$ cat config.mk
export PLATFORM = sky130hd
export DESIGN_NAME = block_xfer_seq_flat
export DESIGN_NICKNAME = d
export VERILOG_FILES = /design/src/rtl/block_xfer_seq_pkg.sv /design/src/rtl/block_xfer_seq_if.sv /design/src/rtl/block_xfer_seq_penc.sv /design/src/rtl/block_xfer_seq.sv /design/src/flat_wrapper.sv
export SDC_FILE = /design/constraint.sdc
export NUM_CORES = 1
export LEC_CHECK = 0
export ABC_AREA = 1
export CORE_ASPECT_RATIO = 2
export CORE_MARGIN = 2
export CORE_UTILIZATION = 24
export DETAILED_ROUTE_END_ITERATION = 6
export GPL_TIMING_DRIVEN = 1
export PLACE_DENSITY = 0.51
export SETUP_SLACK_MARGIN = 0.15
export SLEW_MARGIN = 20
export SYNTH_ARGS = -nofsm -noshare
export SYNTH_HDL_FRONTEND = slang
export SYNTH_SLANG_ARGS = --single-unit
export TNS_END_PERCENT = 1
$ cat constraint.sdc
create_clock -name sysclk -period 8.1 [get_ports sysclk]
set_input_delay 0.81 -clock sysclk [delete_from_list [all_inputs] [get_ports sysclk]]
set_output_delay 0.81 -clock sysclk [all_outputs]
set_load 0.01 [all_outputs]
$ cat src/rtl/block_xfer_seq_pkg.sv
`default_nettype none
// ============================================================================
// Module      : block_xfer_seq_pkg
// Description : Shared definitions for the block transfer sequencer: bus width
//               defaults, word step and the FSM state encoding.
//               Optional feature macro: BLOCK_XFER_WB_EN (base writeback).
// Revision    : 1.0 - initial release
// ============================================================================
package block_xfer_seq_pkg;

    localparam int ADDRLEN_DEF = 4;
    localparam int DBUSLEN_DEF = 32;
    localparam int WORD_STEP   = 4;
    localparam int LIST_W      = 16;

`ifdef BLOCK_XFER_WB_EN
    typedef enum logic [1:0] {
        ST_IDLE = 2'd0,
        ST_XFER = 2'd1,
        ST_FIN  = 2'd2,
        ST_WB   = 2'd3
    } state_t;
`else
    typedef enum logic [1:0] {
        ST_IDLE = 2'd0,
        ST_XFER = 2'd1,
        ST_FIN  = 2'd2
    } state_t;
`endif

endpackage
`default_nettype wire

$ cat src/rtl/block_xfer_seq_if.sv
`default_nettype none
// ============================================================================
// Module      : block_xfer_seq_if
// Description : Command, memory and register-file signals of the block
//               transfer sequencer. The slave modport is the sequencer side,
//               the master modport is the controller/environment side.
//               Optional feature macro: BLOCK_XFER_WB_EN (base writeback).
// Revision    : 1.0 - initial release
// ============================================================================
interface block_xfer_seq_if
    import block_xfer_seq_pkg::*;
#(
    parameter int ADDRLEN = ADDRLEN_DEF,
    parameter int DBUSLEN = DBUSLEN_DEF
);
    logic               start;
    logic               is_load;
    logic               up;
    logic               pre;
    logic               writeback;
    logic [ADDRLEN-1:0] base_reg;
    logic [15:0]        reg_list;
    logic [DBUSLEN-1:0] base_val;
    logic               mem_req;
    logic               mem_we;
    logic [DBUSLEN-1:0] mem_addr;
    logic               mem_ack;
    logic [DBUSLEN-1:0] mem_rdata;
    logic [DBUSLEN-1:0] RF_Bus_C;
    logic [DBUSLEN-1:0] mem_wdata;
    logic [ADDRLEN-1:0] RF_Addr_C;
    logic [ADDRLEN-1:0] RF_Addr_Write;
    logic [DBUSLEN-1:0] RF_Bus_Write;
    logic               RF_Load_Write;
    logic               busy;
    logic               done;

    modport slave (
        input  start, is_load, up, pre, writeback, base_reg, reg_list, base_val,
        input  mem_ack, mem_rdata, RF_Bus_C,
        output mem_req, mem_we, mem_addr, mem_wdata,
        output RF_Addr_C, RF_Addr_Write, RF_Bus_Write, RF_Load_Write,
        output busy, done
    );

    modport master (
        output start, is_load, up, pre, writeback, base_reg, reg_list, base_val,
        output mem_ack, mem_rdata, RF_Bus_C,
        input  mem_req, mem_we, mem_addr, mem_wdata,
        input  RF_Addr_C, RF_Addr_Write, RF_Bus_Write, RF_Load_Write,
        input  busy, done
    );

endinterface
`default_nettype wire

$ cat src/rtl/block_xfer_seq_penc.sv
`default_nettype none
// ============================================================================
// Module      : reg_list_penc
// Description : Lowest-set-bit index, non-empty flag and population count of
//               a 16-bit register list.
// Revision    : 1.0 - initial release
// ============================================================================
module reg_list_penc (
    input  logic [15:0] i_list,
    output logic [3:0]  o_idx,
    output logic        o_valid,
    output logic [4:0]  o_count
);

    // Scan downward so the last hit written is the lowest set bit.
    always_comb begin
        o_idx   = 4'd0;
        o_count = 5'd0;
        for (int i = 15; i >= 0; i--) begin
            if (i_list[i]) begin
                o_idx = 4'(i);
            end
        end
        for (int i = 0; i < 16; i++) begin
            o_count = o_count + 5'(i_list[i]);
        end
        o_valid = |i_list;
    end

endmodule
`default_nettype wire

$ cat src/rtl/block_xfer_seq.sv
`default_nettype none
// ============================================================================
// Module      : block_xfer_seq
// Description : LDM/STM block transfer sequencer. Walks the register list in
//               ascending order, one memory beat per register, with optional
//               base-register writeback.
//               Optional feature macro: BLOCK_XFER_WB_EN (base writeback).
// Revision    : 1.0 - initial release
// ============================================================================
module block_xfer_seq
    import block_xfer_seq_pkg::*;
#(
    parameter int ADDRLEN = ADDRLEN_DEF,
    parameter int DBUSLEN = DBUSLEN_DEF
) (
    input  logic             sysclk,
    input  logic             reset,
    block_xfer_seq_if.slave  bus
);

    localparam logic [DBUSLEN-1:0] C_STEP = DBUSLEN'(WORD_STEP);

    state_t             r_state;
    state_t             w_next;
    logic [15:0]        r_list;
    logic               r_load;
    logic [DBUSLEN-1:0] r_addr;
    logic [15:0]        w_penc_in;
    logic [3:0]         w_idx;
    logic               w_valid;
    logic [4:0]         w_count;
    logic [DBUSLEN-1:0] w_span;
    logic [DBUSLEN-1:0] w_start_addr;
    logic               w_beat_done;
    logic               w_last_beat;
`ifdef BLOCK_XFER_WB_EN
    logic               r_wb_do;
    logic [ADDRLEN-1:0] r_base_reg;
    logic [DBUSLEN-1:0] r_wb_val;
`endif

    // In IDLE the encoder counts the incoming list; afterwards it walks the
    // working copy, so a single instance serves both purposes.
    assign w_penc_in = (r_state == ST_IDLE) ? bus.reg_list : r_list;

    reg_list_penc u_penc (
        .i_list  (w_penc_in),
        .o_idx   (w_idx),
        .o_valid (w_valid),
        .o_count (w_count)
    );

    assign w_beat_done = (r_state == ST_XFER) && w_valid && bus.mem_ack;
    assign w_last_beat = w_beat_done && (w_count == 5'd1);
    assign bus.mem_wdata = bus.RF_Bus_C;

    // Start address: lowest register always lands on the lowest address.
    always_comb begin
        w_span = DBUSLEN'(w_count) * C_STEP;
        unique case ({bus.up, bus.pre})
            2'b10:   w_start_addr = bus.base_val;
            2'b11:   w_start_addr = bus.base_val + C_STEP;
            2'b00:   w_start_addr = bus.base_val - w_span + C_STEP;
            default: w_start_addr = bus.base_val - w_span;
        endcase
    end

    // State register.
    always_ff @(posedge sysclk) begin
        if (reset) begin
            r_state <= ST_IDLE;
        end else begin
            r_state <= w_next;
        end
    end

    // Command latch on accepted start; list/address advance per completed beat.
    always_ff @(posedge sysclk) begin
        if (reset) begin
            r_list     <= 16'd0;
            r_load     <= 1'b0;
            r_addr     <= '0;
`ifdef BLOCK_XFER_WB_EN
            r_wb_do    <= 1'b0;
            r_base_reg <= '0;
            r_wb_val   <= '0;
`endif
        end else if ((r_state == ST_IDLE) && bus.start) begin
            r_list     <= bus.reg_list;
            r_load     <= bus.is_load;
            r_addr     <= w_start_addr;
`ifdef BLOCK_XFER_WB_EN
            // A loaded base register keeps the loaded value.
            r_wb_do    <= bus.writeback && !(bus.is_load && bus.reg_list[bus.base_reg]);
            r_base_reg <= bus.base_reg;
            r_wb_val   <= bus.up ? (bus.base_val + w_span) : (bus.base_val - w_span);
`endif
        end else if (w_beat_done) begin
            r_list <= r_list & ~(16'd1 << w_idx);
            r_addr <= r_addr + C_STEP;
        end
    end

    // Next-state and output decode; everything idles at zero.
    always_comb begin
        w_next            = r_state;
        bus.mem_req       = 1'b0;
        bus.mem_we        = 1'b0;
        bus.mem_addr      = '0;
        bus.RF_Addr_C     = '0;
        bus.RF_Addr_Write = '0;
        bus.RF_Bus_Write  = '0;
        bus.RF_Load_Write = 1'b0;
        bus.busy          = (r_state != ST_IDLE);
        bus.done          = 1'b0;
        case (r_state)
            ST_IDLE: begin
                if (bus.start) begin
                    w_next = ST_XFER;
                end
            end
            ST_XFER: begin
                if (!w_valid) begin
                    w_next = ST_FIN;
                end else begin
                    bus.mem_req   = 1'b1;
                    bus.mem_we    = ~r_load;
                    bus.mem_addr  = r_addr;
                    bus.RF_Addr_C = ADDRLEN'(w_idx);
                    if (r_load && bus.mem_ack) begin
                        bus.RF_Load_Write = 1'b1;
                        bus.RF_Addr_Write = ADDRLEN'(w_idx);
                        bus.RF_Bus_Write  = bus.mem_rdata;
                    end
                    if (w_last_beat) begin
`ifdef BLOCK_XFER_WB_EN
                        w_next = r_wb_do ? ST_WB : ST_FIN;
`else
                        w_next = ST_FIN;
`endif
                    end
                end
            end
`ifdef BLOCK_XFER_WB_EN
            ST_WB: begin
                bus.RF_Load_Write = 1'b1;
                bus.RF_Addr_Write = r_base_reg;
                bus.RF_Bus_Write  = r_wb_val;
                w_next            = ST_FIN;
            end
`endif
            ST_FIN: begin
                bus.done = 1'b1;
                w_next   = ST_IDLE;
            end
            default: begin
                w_next = ST_IDLE;
            end
        endcase
    end

endmodule
`default_nettype wire

$ cat src/flat_wrapper.sv
// flat-port wrapper written by rule: the top's interface ports become plain ports
module block_xfer_seq_flat import block_xfer_seq_pkg::*;
#(
    parameter int ADDRLEN = ADDRLEN_DEF,
    parameter int DBUSLEN = DBUSLEN_DEF
)
  (sysclk, reset, bus_start, bus_is_load, bus_up, bus_pre, bus_writeback, bus_base_reg, bus_reg_list, bus_base_val, bus_mem_ack, bus_mem_rdata, bus_RF_Bus_C, bus_mem_req, bus_mem_we, bus_mem_addr, bus_mem_wdata, bus_RF_Addr_C, bus_RF_Addr_Write, bus_RF_Bus_Write, bus_RF_Load_Write, bus_busy, bus_done);
  block_xfer_seq_if #(.ADDRLEN(ADDRLEN), .DBUSLEN(DBUSLEN)) bus_i ();
  input  logic sysclk;
  input  logic reset;
  input wire logic [$bits(bus_i.start)-1:0] bus_start;
  input wire logic [$bits(bus_i.is_load)-1:0] bus_is_load;
  input wire logic [$bits(bus_i.up)-1:0] bus_up;
  input wire logic [$bits(bus_i.pre)-1:0] bus_pre;
  input wire logic [$bits(bus_i.writeback)-1:0] bus_writeback;
  input wire logic [$bits(bus_i.base_reg)-1:0] bus_base_reg;
  input wire logic [$bits(bus_i.reg_list)-1:0] bus_reg_list;
  input wire logic [$bits(bus_i.base_val)-1:0] bus_base_val;
  input wire logic [$bits(bus_i.mem_ack)-1:0] bus_mem_ack;
  input wire logic [$bits(bus_i.mem_rdata)-1:0] bus_mem_rdata;
  input wire logic [$bits(bus_i.RF_Bus_C)-1:0] bus_RF_Bus_C;
  output wire logic [$bits(bus_i.mem_req)-1:0] bus_mem_req;
  output wire logic [$bits(bus_i.mem_we)-1:0] bus_mem_we;
  output wire logic [$bits(bus_i.mem_addr)-1:0] bus_mem_addr;
  output wire logic [$bits(bus_i.mem_wdata)-1:0] bus_mem_wdata;
  output wire logic [$bits(bus_i.RF_Addr_C)-1:0] bus_RF_Addr_C;
  output wire logic [$bits(bus_i.RF_Addr_Write)-1:0] bus_RF_Addr_Write;
  output wire logic [$bits(bus_i.RF_Bus_Write)-1:0] bus_RF_Bus_Write;
  output wire logic [$bits(bus_i.RF_Load_Write)-1:0] bus_RF_Load_Write;
  output wire logic [$bits(bus_i.busy)-1:0] bus_busy;
  output wire logic [$bits(bus_i.done)-1:0] bus_done;
  assign bus_i.start = bus_start;
  assign bus_i.is_load = bus_is_load;
  assign bus_i.up = bus_up;
  assign bus_i.pre = bus_pre;
  assign bus_i.writeback = bus_writeback;
  assign bus_i.base_reg = bus_base_reg;
  assign bus_i.reg_list = bus_reg_list;
  assign bus_i.base_val = bus_base_val;
  assign bus_i.mem_ack = bus_mem_ack;
  assign bus_i.mem_rdata = bus_mem_rdata;
  assign bus_i.RF_Bus_C = bus_RF_Bus_C;
  assign bus_mem_req = bus_i.mem_req;
  assign bus_mem_we = bus_i.mem_we;
  assign bus_mem_addr = bus_i.mem_addr;
  assign bus_mem_wdata = bus_i.mem_wdata;
  assign bus_RF_Addr_C = bus_i.RF_Addr_C;
  assign bus_RF_Addr_Write = bus_i.RF_Addr_Write;
  assign bus_RF_Bus_Write = bus_i.RF_Bus_Write;
  assign bus_RF_Load_Write = bus_i.RF_Load_Write;
  assign bus_busy = bus_i.busy;
  assign bus_done = bus_i.done;
  block_xfer_seq #(.ADDRLEN(ADDRLEN), .DBUSLEN(DBUSLEN)) u_core (.sysclk(sysclk), .reset(reset), .bus(bus_i));
endmodule
* Yosys cells after proc, flatten, opt, wreduce, memory -nomap -nowiden
Index checks and enable logic that the tools add are counted.
** Word-level totals
- Input port bits :: 124
- Flip-flop bits (word level) :: 51
- Word-level logic and storage cells :: 89
- Output and inout port bits :: 109
** Cells by class
- Multiplexer cells :: 44
- Equality and inequality tests :: 7
- Add/sub/neg operators :: 19
- Reductions and logical operators :: 11
- Shift operators :: 1
- Bitwise logic cells :: 3
** Operators with widths (number)
- 32-bit 2-to-1 mux :: 7
- 32-bit by 3-bit adder with 32-bit output, second input constant :: 3
- 32-bit one-hot mux with 3 select lines :: 1
- 4-bit 2-to-1 mux :: 21
- 5-bit by 1-bit adder with 5-bit output :: 11
- 16-bit 2-to-1 mux :: 3
- 32-bit by 7-bit subtractor with 32-bit output :: 1
- 16-bit bitwise AND :: 1
- 16-bit inverter :: 1
- 16-bit OR reduction :: 1
- 1-bit by 4-bit left shift with 16-bit output, first input constant :: 1
- 1-bit 2-to-1 mux :: 8
- 2-bit equality test, second input constant :: 3
- 2-bit 2-to-1 mux :: 3
- 4-bit by 1-bit adder with 5-bit output :: 1
- 5-bit by 1-bit equality test with 1-bit output, second input constant :: 1
- 1-bit logical AND :: 5
- 3-bit by 1-bit adder with 4-bit output :: 1
- 2-bit zero test :: 2
- 2-bit one-hot mux with 2 select lines :: 1
- 2-bit nonzero test :: 2
- 2-bit by 1-bit adder with 3-bit output :: 1
- 3-bit inequality test, second input constant :: 1
- 1-bit by 1-bit adder with 2-bit output :: 1
- other kinds (4) :: 4

* Depth between registers and ports, before layout
- Depth in word-level cells :: 23
- Depth in mapped cells :: 38
- Gate-level depth less buffers :: 38

* Modules after synthesis
Synthesis repeated with hierarchy kept, for this count alone.
** Unflattened totals
- Cell total of the unflattened synthesis :: 1375
- Area total of the unflattened synthesis :: 7714.9 µm²
** By module, submodules not included
- block_xfer_seq :: cells each 1290, sequential area each 1021.0 µm², instances 1, area each 7126.8 µm²
- reg_list_penc :: cells each 85, sequential area each 0.0 µm², instances 1, area each 588.1 µm²

* Least setup slack after synthesis
OpenSTA, ideal clock, no wires.
- Path kind :: input port to flip-flop
- From :: in bus_reg_list[0]
- To :: reg u_core.r_addr[18]
- Path buffers :: 0
- Data required time :: 7978 ps
- Slack :: 1658 ps
- Arrival :: 6321 ps
- Library setup time :: 122 ps
- Stages on the path :: 29
- Cell sequence :: or2_2 o21ai_0 inv_1 fa_1 inv_1 fa_1 fa_1 fa_1 inv_1 ha_1 inv_1 fa_1 fa_1 inv_1 o21ai_0 ha_1 inv_1 nor2_1 inv_1 nor2_1 nand3_1 nor2_2 inv_1 nor2_2 nand3_1 o21ai_1 o21ai_1 nand2_1 a21oi_2
** On the way
- Word-level cells in the longest chain between the ends :: 20
- Elaborated cells on any way between the ends :: 24
- Those cells by class :: add/sub: 17; mux: 3; reduce/logical: 4
** Ends and longest elaborated chain
- from (decl) :: line flat_wrapper.sv:17 : input wire logic [$bits(bus_i.reg_list)-1:0] bus_reg_list;
- 16-bit 2-to-1 mux (*) :: line block_xfer_seq.sv:44 : assign w_penc_in = (r_state == ST_IDLE) ? bus.reg_list : r_list;
- 1-bit by 1-bit adder with 2-bit output :: line block_xfer_seq_penc.sv:25 : o_count = o_count + 5'(i_list[i]);
- 2-bit by 1-bit adder with 3-bit output :: line block_xfer_seq_penc.sv:25
- 3-bit by 1-bit adder with 4-bit output :: line block_xfer_seq_penc.sv:25
- 4-bit by 1-bit adder with 5-bit output :: line block_xfer_seq_penc.sv:25
- 5-bit by 1-bit adder with 5-bit output (11 in a row) :: line block_xfer_seq_penc.sv:25
- 32-bit by 7-bit subtractor with 32-bit output :: line block_xfer_seq.sv:63, block_xfer_seq.sv:64
- 32-bit by 3-bit adder with 32-bit output :: line block_xfer_seq.sv:63 : 2'b00: w_start_addr = bus.base_val - w_span + C_STEP;
- 32-bit one-hot mux with 3 select lines :: line block_xfer_seq.sv:60 : unique case ({bus.up, bus.pre})
- 32-bit 2-to-1 mux :: line block_xfer_seq.sv:88 : end else if ((r_state == ST_IDLE) && bus.start) begin
- to (signal assigned) :: line block_xfer_seq.sv:91 : r_addr <= w_start_addr;
- to (signal assigned) :: line block_xfer_seq.sv:100 : r_addr <= r_addr + C_STEP;
- to (decl) :: line block_xfer_seq.sv:27 : logic [DBUSLEN-1:0] r_addr;
Mark *: on every way between the ends. The rest lies on a longest branch, timed or not.
A chain may end at the register's enable or synchronous reset.

* Worst setup path after layout
- From :: in bus_reg_list[0]
- To :: reg u_core.r_addr[25]
The elaborated chain is that of the path after synthesis.

==> impl_metrics.yaml <==
drt:
  firstDrtPassIters: 6
  first_iter_violations: 677
  avgRoutedWirePerCell_um: 17.9
  drc: 0
  num_vias: 9732
  drt-total-wl_mm: 35.9
  viasPerCell: 4.85
  ant_nets: 0
synth:
  ys_async_sr_fraction_pct: 0
  synthTopCellsByArea: "nand2_1, dfxtp_1, nand3_1"
  syn_area_um2: 7930
  yosysUniqueCellTypes: 50
  synth.avg_cell_area_um2: 5.46
  synth_seq_cells: 51
  synth_top_area_share_pct: 15.5
  ys.flop_type: "dfxtp_1"
  synth_warnings: 0
  synth_edf_count: 0
  syn_nets: 1603
  ys_seq_area_share_pct: 12.9
  syn-instance-count: 1453
  synth_area_leader_cell: "nand2_1"
critical_path:
  endpoint: "u_core.r_addr[25]"
  r2r-start: "u_core.r_state[1]"
  cp_max_fo: 9
  critical_path_required_ns: 8.34
  crit_buf_inv: 7
  cp-start-kind: "input pin"
  r2r_cells: 34
  setup.worst_path.class: "in2reg"
  cp_top_family: "adder cells"
  slowest_delay_ns: 0.55
  cp_slowest_cell: "fa_1"
  startpoint: "bus_reg_list[0]"
  r2r_slack_ns: 0.88
  worstPathArrival_ns: 7.63
  r2r_end: "u_core.r_addr[25]"
  cp-end-kind: "flip-flop"
  crit_cells: 34
cts:
  postCtsSetupRepairBufs: 0
  cts_max_path_buffers: 2
  root_buffer: "clkbuf_16"
  cts_max_level: 2
  clkLatencyLatePin_ns: 0.31
  tritoncts: "yes"
  numCtsBuffers: 5
  clock-sinks: 51
  clkTransAtPathRegs_ns: 0.07
die:
  fp.dieW_um: 133
  die-area_um2: 34600
  core-area_um2: 32700
  die_h_um: 261
  start_util_pct: 24.2
  num_rows: 94
  io_pins: 233
final_layout:
  nets: 1724
  antenna_cells: 0
  syn_to_final_growth_pct: 26.7
  nFillCells: 3744
  drive_gt1_share_pct: 8.07
placement:
  portBuffers: 163
  pre_cts_slack_ns: 0.203
  routabilityCongestion: 0.989
  hpwl_mm: 29.6
global_routing:
  grt_usage_pct: 20.5
  grt_max_degree: 50
  grt_pass1_vias: 9580
  grt_first_pass_wirelength_mm: 54.8
  grt-ovfl-total: 0
  antenna_found_initial: 0
timing:
  rsz0062_at_grt: "false"
  worst_pin_slew_ns: 0.917
  finalSetupViolations: 0
  clock_skew_ns: 0.0100
  fmax_ghz: 0.135
  drv_slew: 0
  fin_tns_setup_ns: 0
  min_period_ns: 7.39
  worst_slack_ns: 0.710
  hold_violations: 0
  relSlewSlack_pct: 38.8
  finalCritPeriodShare_pct: 91.2
outcome:
  status: "finished clean"
worst_hold_path:
  hold_path_class: "reg2reg"
job:
  drv_cap: 0
==> per-stage QoR <==
stage	cell area (um^2)	hold WS [ns]	std cells	utilization, %
after floorplan	7930	0.430	1453	-
final	10000	0.457	2006	30.7
after global placement	9890	0.444	1999	30.2
after CTS	10000	0.457	2006	30.7
after global routing	10000	0.479	2006	30.7
after detailed placement	9890	0.448	1999	30.2
==> per-layer routing <==
layer | up-vias | global-route usage [%] | part of all wire [%]
met1 | 4363 | 18.8 | 33
li1 | 4879 | - | -
met5 | - | 0 | 0
met3 | 123 | 1.88 | 4.7
met4 | 0 | 17.5 | 9.5
met2 | 367 | 40.0 | 53
==> synth_stat cells (2+ instances only) <==
| library cell | number |
|---|---|
| nand3_1 | 162 |
| a211oi_1 | 4 |
| clkbuf_1 | 33 |
| nor2_1 | 206 |
| nand2_2 | 20 |
| o211ai_1 | 18 |
| nand2_4 | 2 |
| or2_2 | 5 |
| a31oi_1 | 8 |
| a22oi_1 | 6 |
| o221ai_1 | 3 |
| fa_1 | 11 |
| nor4_2 | 3 |
| inv_1 | 215 |
| o21ai_1 | 13 |
| nand4_1 | 36 |
| o21a_1 | 2 |
| dfxtp_1 | 51 |
| nor3_1 | 16 |
| buf_1 | 3 |
| a221oi_1 | 2 |
| buf_4 | 34 |
| or2_0 | 4 |
| nand3_2 | 11 |
| mux2i_1 | 3 |
| a21oi_1 | 77 |
| nand2_1 | 328 |
| nand3b_1 | 3 |
| ha_1 | 15 |
| o31ai_1 | 3 |
| nand3_4 | 2 |
| nor2_4 | 10 |
| nor2_2 | 14 |
| xor2_1 | 16 |
| nor4_1 | 3 |
| o21ai_0 | 77 |
| inv_2 | 13 |
| buf_2 | 9 |
==> worst min-delay path by stage <==
stage | end | slack (ns) | startpoint | cells after the start
after floorplan | u_core.r_addr[0] | 0.43 | u_core.r_addr[0] | 2
after global placement | u_core.r_addr[0] | 0.44 | u_core.r_addr[0] | 2
after detailed placement | u_core.r_addr[0] | 0.45 | u_core.r_addr[0] | 2
after CTS | u_core.r_addr[0] | 0.46 | u_core.r_addr[0] | 2
after global routing | u_core.r_addr[0] | 0.48 | u_core.r_addr[0] | 2
final | u_core.r_addr[0] | 0.46 | u_core.r_addr[0] | 2
==> timing repair <==
item,4_1_cts,5_1_grt
setup endpoints to repair,0,17
gates resized for setup,0,4
hold buffers,0,0
==> registers in the layout, indices dropped and copies added, names as in the netlist <==
signal	count
u_core.r_state	2
u_core.r_load	1
u_core.r_addr	32
u_core.r_list	16
==> area by class of cell <==
| type | count | area [um^2] | area share [%] |
|---|---|---|---|
| multi-input combinational | 1091 | 5600 | 55.8 |
| timing repair buffer | 195 | 1870 | 18.6 |
| sequential | 51 | 1020 | 10.2 |
| inverter | 230 | 865 | 8.61 |
| tap | 432 | 541 | 5.38 |
| clock buffer | 6 | 139 | 1.38 |
| clock inverter | 1 | 5.00 | 0.0499 |
==> tightest hold or removal path: stages, from the launching register on <==
cell,delay [ns]
dfxtp_1,0.30
inv_1,0.06
a21oi_1,0.06
==> logic make-up after synthesis <==
logic type | Yosys count | share of synthesized area [%]
flops | 51 | 12.9
compound gates | 216 | 15.2
simple gates | 828 | 47.7
buf+inv | 311 | 16.6
xor+xnor | 18 | 2.08
fa+ha+maj | 26 | 5.15
mux | 3 | 0.379
==> placed cells by master, fill, tap and decap left out, types with 18 or more instances in the layout <==
cell and instances:
o211ai_1 18, a21oi_1 77, o21ai_0 76, inv_1 215, buf_4 32, nand2_1 328, nor2_1 204, nand4_1 36
nand3_1 162, dfxtp_1 51, clkdlybuf4s50_1 163, nand2_2 20
Power is not shown: default switching activity piles up to over one toggle a cycle in this logic, so the estimate is an artifact.
==> RTL edit 1: new RTL, same flow settings <==
Re-encode `state_t` (3 states) as one-hot, 3 bits wide.
--- a/src/rtl/block_xfer_seq_pkg.sv
+++ b/src/rtl/block_xfer_seq_pkg.sv
@@ -21,10 +21,10 @@
         ST_WB   = 2'd3
     } state_t;
 `else
-    typedef enum logic [1:0] {
-        ST_IDLE = 2'd0,
-        ST_XFER = 2'd1,
-        ST_FIN  = 2'd2
+    typedef enum logic [2:0] {
+        ST_IDLE = 3'b001,
+        ST_XFER = 3'b010,
+        ST_FIN  = 3'b100
     } state_t;
 `endif
 
Check against the original RTL: no difference found for any inputs over 4 cycles, from zero or initial values and one cycle with reset high; so few cycles prove little.
==> RTL edit 1 against the original RTL <==
Synthesized area shrank 1.0%. Routed wire length down 5.0%. Critical path depth increased by 1. Worst setup slack got worse by 64 ps. Register-to-register slack got worse by 150 ps. Cell area down 2.2%. Sequential cell count up 1. Die area shrank 0.99%. Sequential share of layout area rose by 0.44 points. Largest cell class unchanged.
==> RTL edit 1: results (changes against the original RTL) <==
| Metric | Value |
|---|---|
| Final Hold Slack | 459.0 ps (+1.679 ps) |
| Worst Path Arrival | 7700 ps (+70 ps) |
| Regs by FF count | u_core.r_addr (32), u_core.r_list (16), u_core.r_state (3) |
| Clock network contribution to total cell area | 0.01555 (+0.001219) |
| Largest net degree at the start of global routing | 48 (-4.0%) |
| Routed len/inst | 18.00 um (+0.64%) |
| Routability congestion estimate | 0.9472 (-4.2%) |
| Crit-path max FO | 7 (-2) |
| Synth Area in Compound Gates | 0.1523 (+0.0005914) |
| Post-Route Skew | 13.73 ps (+3.734 ps) |
| Most frequent cells after synthesis | nand2_1, inv_1, nor2_1, nand3_1, a21oi_1 |
| Bufs w/o clock | 175 (-10%) |
| Non-CTS inverters | 229 (-0.43%) |
| Cell variety after synth | 60 (+20%) |
| Top cells by area, synth | nand2_1, dfxtp_1, inv_1 |
| Status | finished clean |
| FF-to-FF Start | u_core.r_state[0] |
| DP HPWL | 27,560 um (-6.9%) |
| Fill cells | 3,616 (-3.4%) |
| Vias in the first global route | 9,066 (-5.4%) |
| Mux share of post-synthesis cell area | 0.007016 (+0.003228) |
| First-pass GRT wire length | 51,470 um (-6.1%) |
| Register bit total from synthesis | 52 (+2.0%) |
| Area delta synth->final | 25.10% |
| Register-to-Register Path Depth | 39 (+15%) |
| Wl on met1 | 11,300 um (-3.9%) |
| Clock buffer count | 5 (-1) |
| Synthesized net count | 1,513 (-5.6%) |
| Xor/xnor cell area share of the yosys netlist | 0.02121 (+0.0003721) |
| Multi-input gate area | 5502 um^2 (-1.7%) |
| Register-to-register path setup slack | 730 ps (-150 ps) |
| Critical R2R Capture | u_core.r_addr[28] |
| Met3 Wirelength | 1235 um (-26%) |
| Via density | 4.882 (+0.62%) |
| Multi-In Gates | 1,003 (-8.1%) |
| Slew margin rel. | 0.2456 (-0.1422) |
| GR Layer Usage met2 | 0.3928 (-0.006724) |
| Adder-cell share of the synthesized area | 0.05199 (+0.0005252) |
| Met2 wire len | 19,020 um (-0.12%) |
| Mapped Area | 7846 um^2 (-1.0%) |
| Drt first pass iters | 5 (-1) |
| Sequential fraction of the synthesis area | 0.1327 (+0.003866) |
==> RTL edit 1: worst max-delay path by stage <==
| stage | cells after the start | from | to | slack (ps) |
|---|---|---|---|---|
| 3_5_place_dp | 35 | bus_reg_list[1] | u_core.r_addr[27] | 450 |
| 4_1_cts | 37 | u_core.r_state[0] | u_core.r_addr[11] | 630 |
| 5_1_grt | 39 | u_core.r_state[0] | u_core.r_addr[27] | 190 |
| 6_report | 35 | bus_reg_list[1] | u_core.r_addr[28] | 650 |
| 2_1_floorplan | 34 | bus_reg_list[0] | u_core.r_addr[29] | 2000 |
| 3_3_place_gp | 35 | bus_reg_list[1] | u_core.r_addr[27] | 530 |
==> RTL edit 1: power groups by stage <==
stage / registers [uW] / logic, uW / clock network (uW)
finish: 328 / 2530 / 239
global route: 334 / 2810 / 253
CTS: 327 / 2540 / 246
detailed placement: 333 / 2530 / 0
global placement: 332 / 2490 / 0
floorplan: 322 / 1920 / 0
==> RTL edit 2: new RTL, same flow settings <==
Made on the original files. The package constant `DBUSLEN_DEF` goes from 32 to 64.
--- a/src/rtl/block_xfer_seq_pkg.sv
+++ b/src/rtl/block_xfer_seq_pkg.sv
@@ -9,7 +9,7 @@
 package block_xfer_seq_pkg;
 
     localparam int ADDRLEN_DEF = 4;
-    localparam int DBUSLEN_DEF = 32;
+    localparam int DBUSLEN_DEF = 64;
     localparam int WORD_STEP   = 4;
     localparam int LIST_W      = 16;
 
Interface: changed (6 resized); port bits go from 233 to 425. The function was not compared with the original's and may differ.
==> RTL edit 2 against the original RTL <==
Critical path depth grew 3. Synthesized area grew 85%. Sequential cell count grew 32. Cell area grew 96%. Worst setup slack lost 270 ps. Routed wire length grew 140%. Critical path type unchanged. Critical endpoint is now u_core.r_addr[52].
==> RTL edit 2: results (changes against the original RTL) <==
| Metric | Value |
|---|---|
| First-pass GRT wire length | 123,700 um (+130%) |
| Clock Latency Late Sink | 360 ps (+50 ps) |
| Worst Path Arrival | 7940 ps (+310 ps) |
| Synthesized net count | 3,019 (+88%) |
| Layout cells sized above 1 | 0.1373 (+0.05659) |
| Status | finished clean |
| Critical R2R Capture | u_core.r_addr[52] |
| Largest net degree at the start of global routing | 83 (+66%) |
| Overall routing resource usage | 0.2716 (+0.06689) |
| Most frequent cells after synthesis | nand2_1, nor2_1, inv_1, nand3_1, o21ai_0 |
| Hold path endpoint | u_core.r_addr[1] |
| Port buffer count | 291 (+79%) |
| Register-to-Register Path Depth | 37 (+8.8%) |
| Register-to-register path setup slack | 740 ps (-140 ps) |
| Routability congestion estimate | 1.034 (+4.6%) |
| Regs by FF count | u_core.r_addr (64), u_core.r_list (16), u_core.r_state (2) |
| Worst Hold Launch | u_core.r_addr[1] |
| Top cells by area, synth | nand2_1, dfxtp_1, nor2_1 |
| Post-Route WL | 87,540 um (+140%) |
| Number of DRC markers in iteration 0 | 1,188 (+75%) |
| Nets | 3,366 (+95%) |
| Vias in the first global route | 19,590 (+100%) |
| CTS H-tree depth | 3 (+1) |
| Crit-path max FO | 6 (-3) |
| Drt first pass iters | 5 (-1) |
| Antenna violations before repair | 1 (+1) |
| Pre-CTS setup slack | -32.56 ps (-235.2 ps) |
| Cts bufs inserted | 9 (+4) |
| Cell variety after synth | 59 (+18%) |
| Sequential fraction of the synthesis area | 0.1133 (-0.01556) |
| Post-Route Skew | 16.00 ps (+6.005 ps) |
| Slew margin rel. | 0.2802 (-0.1077) |
==> RTL edit 2: cell count changes after synthesis, sizes merged, moves of 18 or more <==
cell    delta
nand2    +359
nor2     +236
inv      +167
nand3    +144
o21ai     +75
a21oi     +73
buf       +56
nand4     +54
nor3      +38
dfxtp     +32
clkbuf    +30
xor2      +18
==> RTL edit 2: critical path: cells and delay by family <==
kind / cells / cell delay (ps)
adder cells (fa/ha/maj): 7 / 2820
AND/OR/NAND/NOR: 18 / 2550
buffers and inverters: 9 / 1190
AO/OA/AOI/OAI: 3 / 510
==> RTL edit 2: stage by stage <==
stage	total power, uW	std cells	hold slack, ps	setup TNS, ps
floorplan	5553	2773	430.0	0
global placement	7984	3887	443.3	0
detailed placement	7982	3887	448.2	-76.21
CTS	8463	3903	459.0	0
global route	9624	3905	470.4	0
finish	8797	3906	458.4	0
==> RTL edit 2: cell type report <==
class	count	area [um^2]
multi-input cells	2124	10740
diodes	1	2.502
clock buffers	9	225.2
inverters	399	1500
repair buffers	503	4542
flip-flops and latches	83	1662
clock inverters	7	76.32
fillers	7073	40980
well taps	780	975.9
==> RTL edit 2: how the worst max path moves through the flow <==
stage	from	end	slack [ps]
global route	bus_reg_list[0]	u_core.r_addr[55]	80
floorplan	bus_reg_list[0]	u_core.r_addr[59]	1540
detailed placement	bus_reg_list[11]	u_core.r_addr[58]	-30
global placement	bus_reg_list[11]	u_core.r_addr[58]	40
CTS	bus_reg_list[11]	u_core.r_addr[58]	310
finish	bus_reg_list[0]	u_core.r_addr[52]	440
==> RTL edit 2: cell families (layout without fill, tap and decap cells) <==
kind of cell               count (synthesis)  in the layout  share of synthesized area
adders and majority gates                 26             26                    0.02780
buffers and inverters                    566            918                     0.1679
AOI/OAI and AO/OA                        384            384                     0.1445
muxes                                      3              3                   0.002047
other                                      0              1                          0
xor gates and xnor gates                  35             35                    0.02089
DFF                                       83             83                     0.1133
and+or+nand+nor                         1676           1676                     0.5236
==> RTL edit 2: layer usage <==
layer	wire (um)	part of all wire	track usage	up-vias
li1	-	-	-	9622
met1	26620	0.30	0.2363	9118
met2	44830	0.51	0.5016	717
met3	4168	0.048	0.03265	313
met4	11910	0.14	0.2914	2
met5	13	0.00015	0	-
==> RTL edit 2: report_power, final <==
| group | leakage (uW) | switching (uW) | internal [uW] |
|---|---|---|---|
| Clock | 0.000142 | 192 | 241 |
| Combinational | 0.00779 | 4790 | 2890 |
| Sequential | 0.000685 | 139 | 549 |
==> RTL edit 2: repair_timing <==
item | 4_1_cts | 5_1_grt
hold buffers | 0 | 0
setup endpoints to repair | 0 | 51
setup buffers | 0 | 2
gates resized for setup | 0 | 46
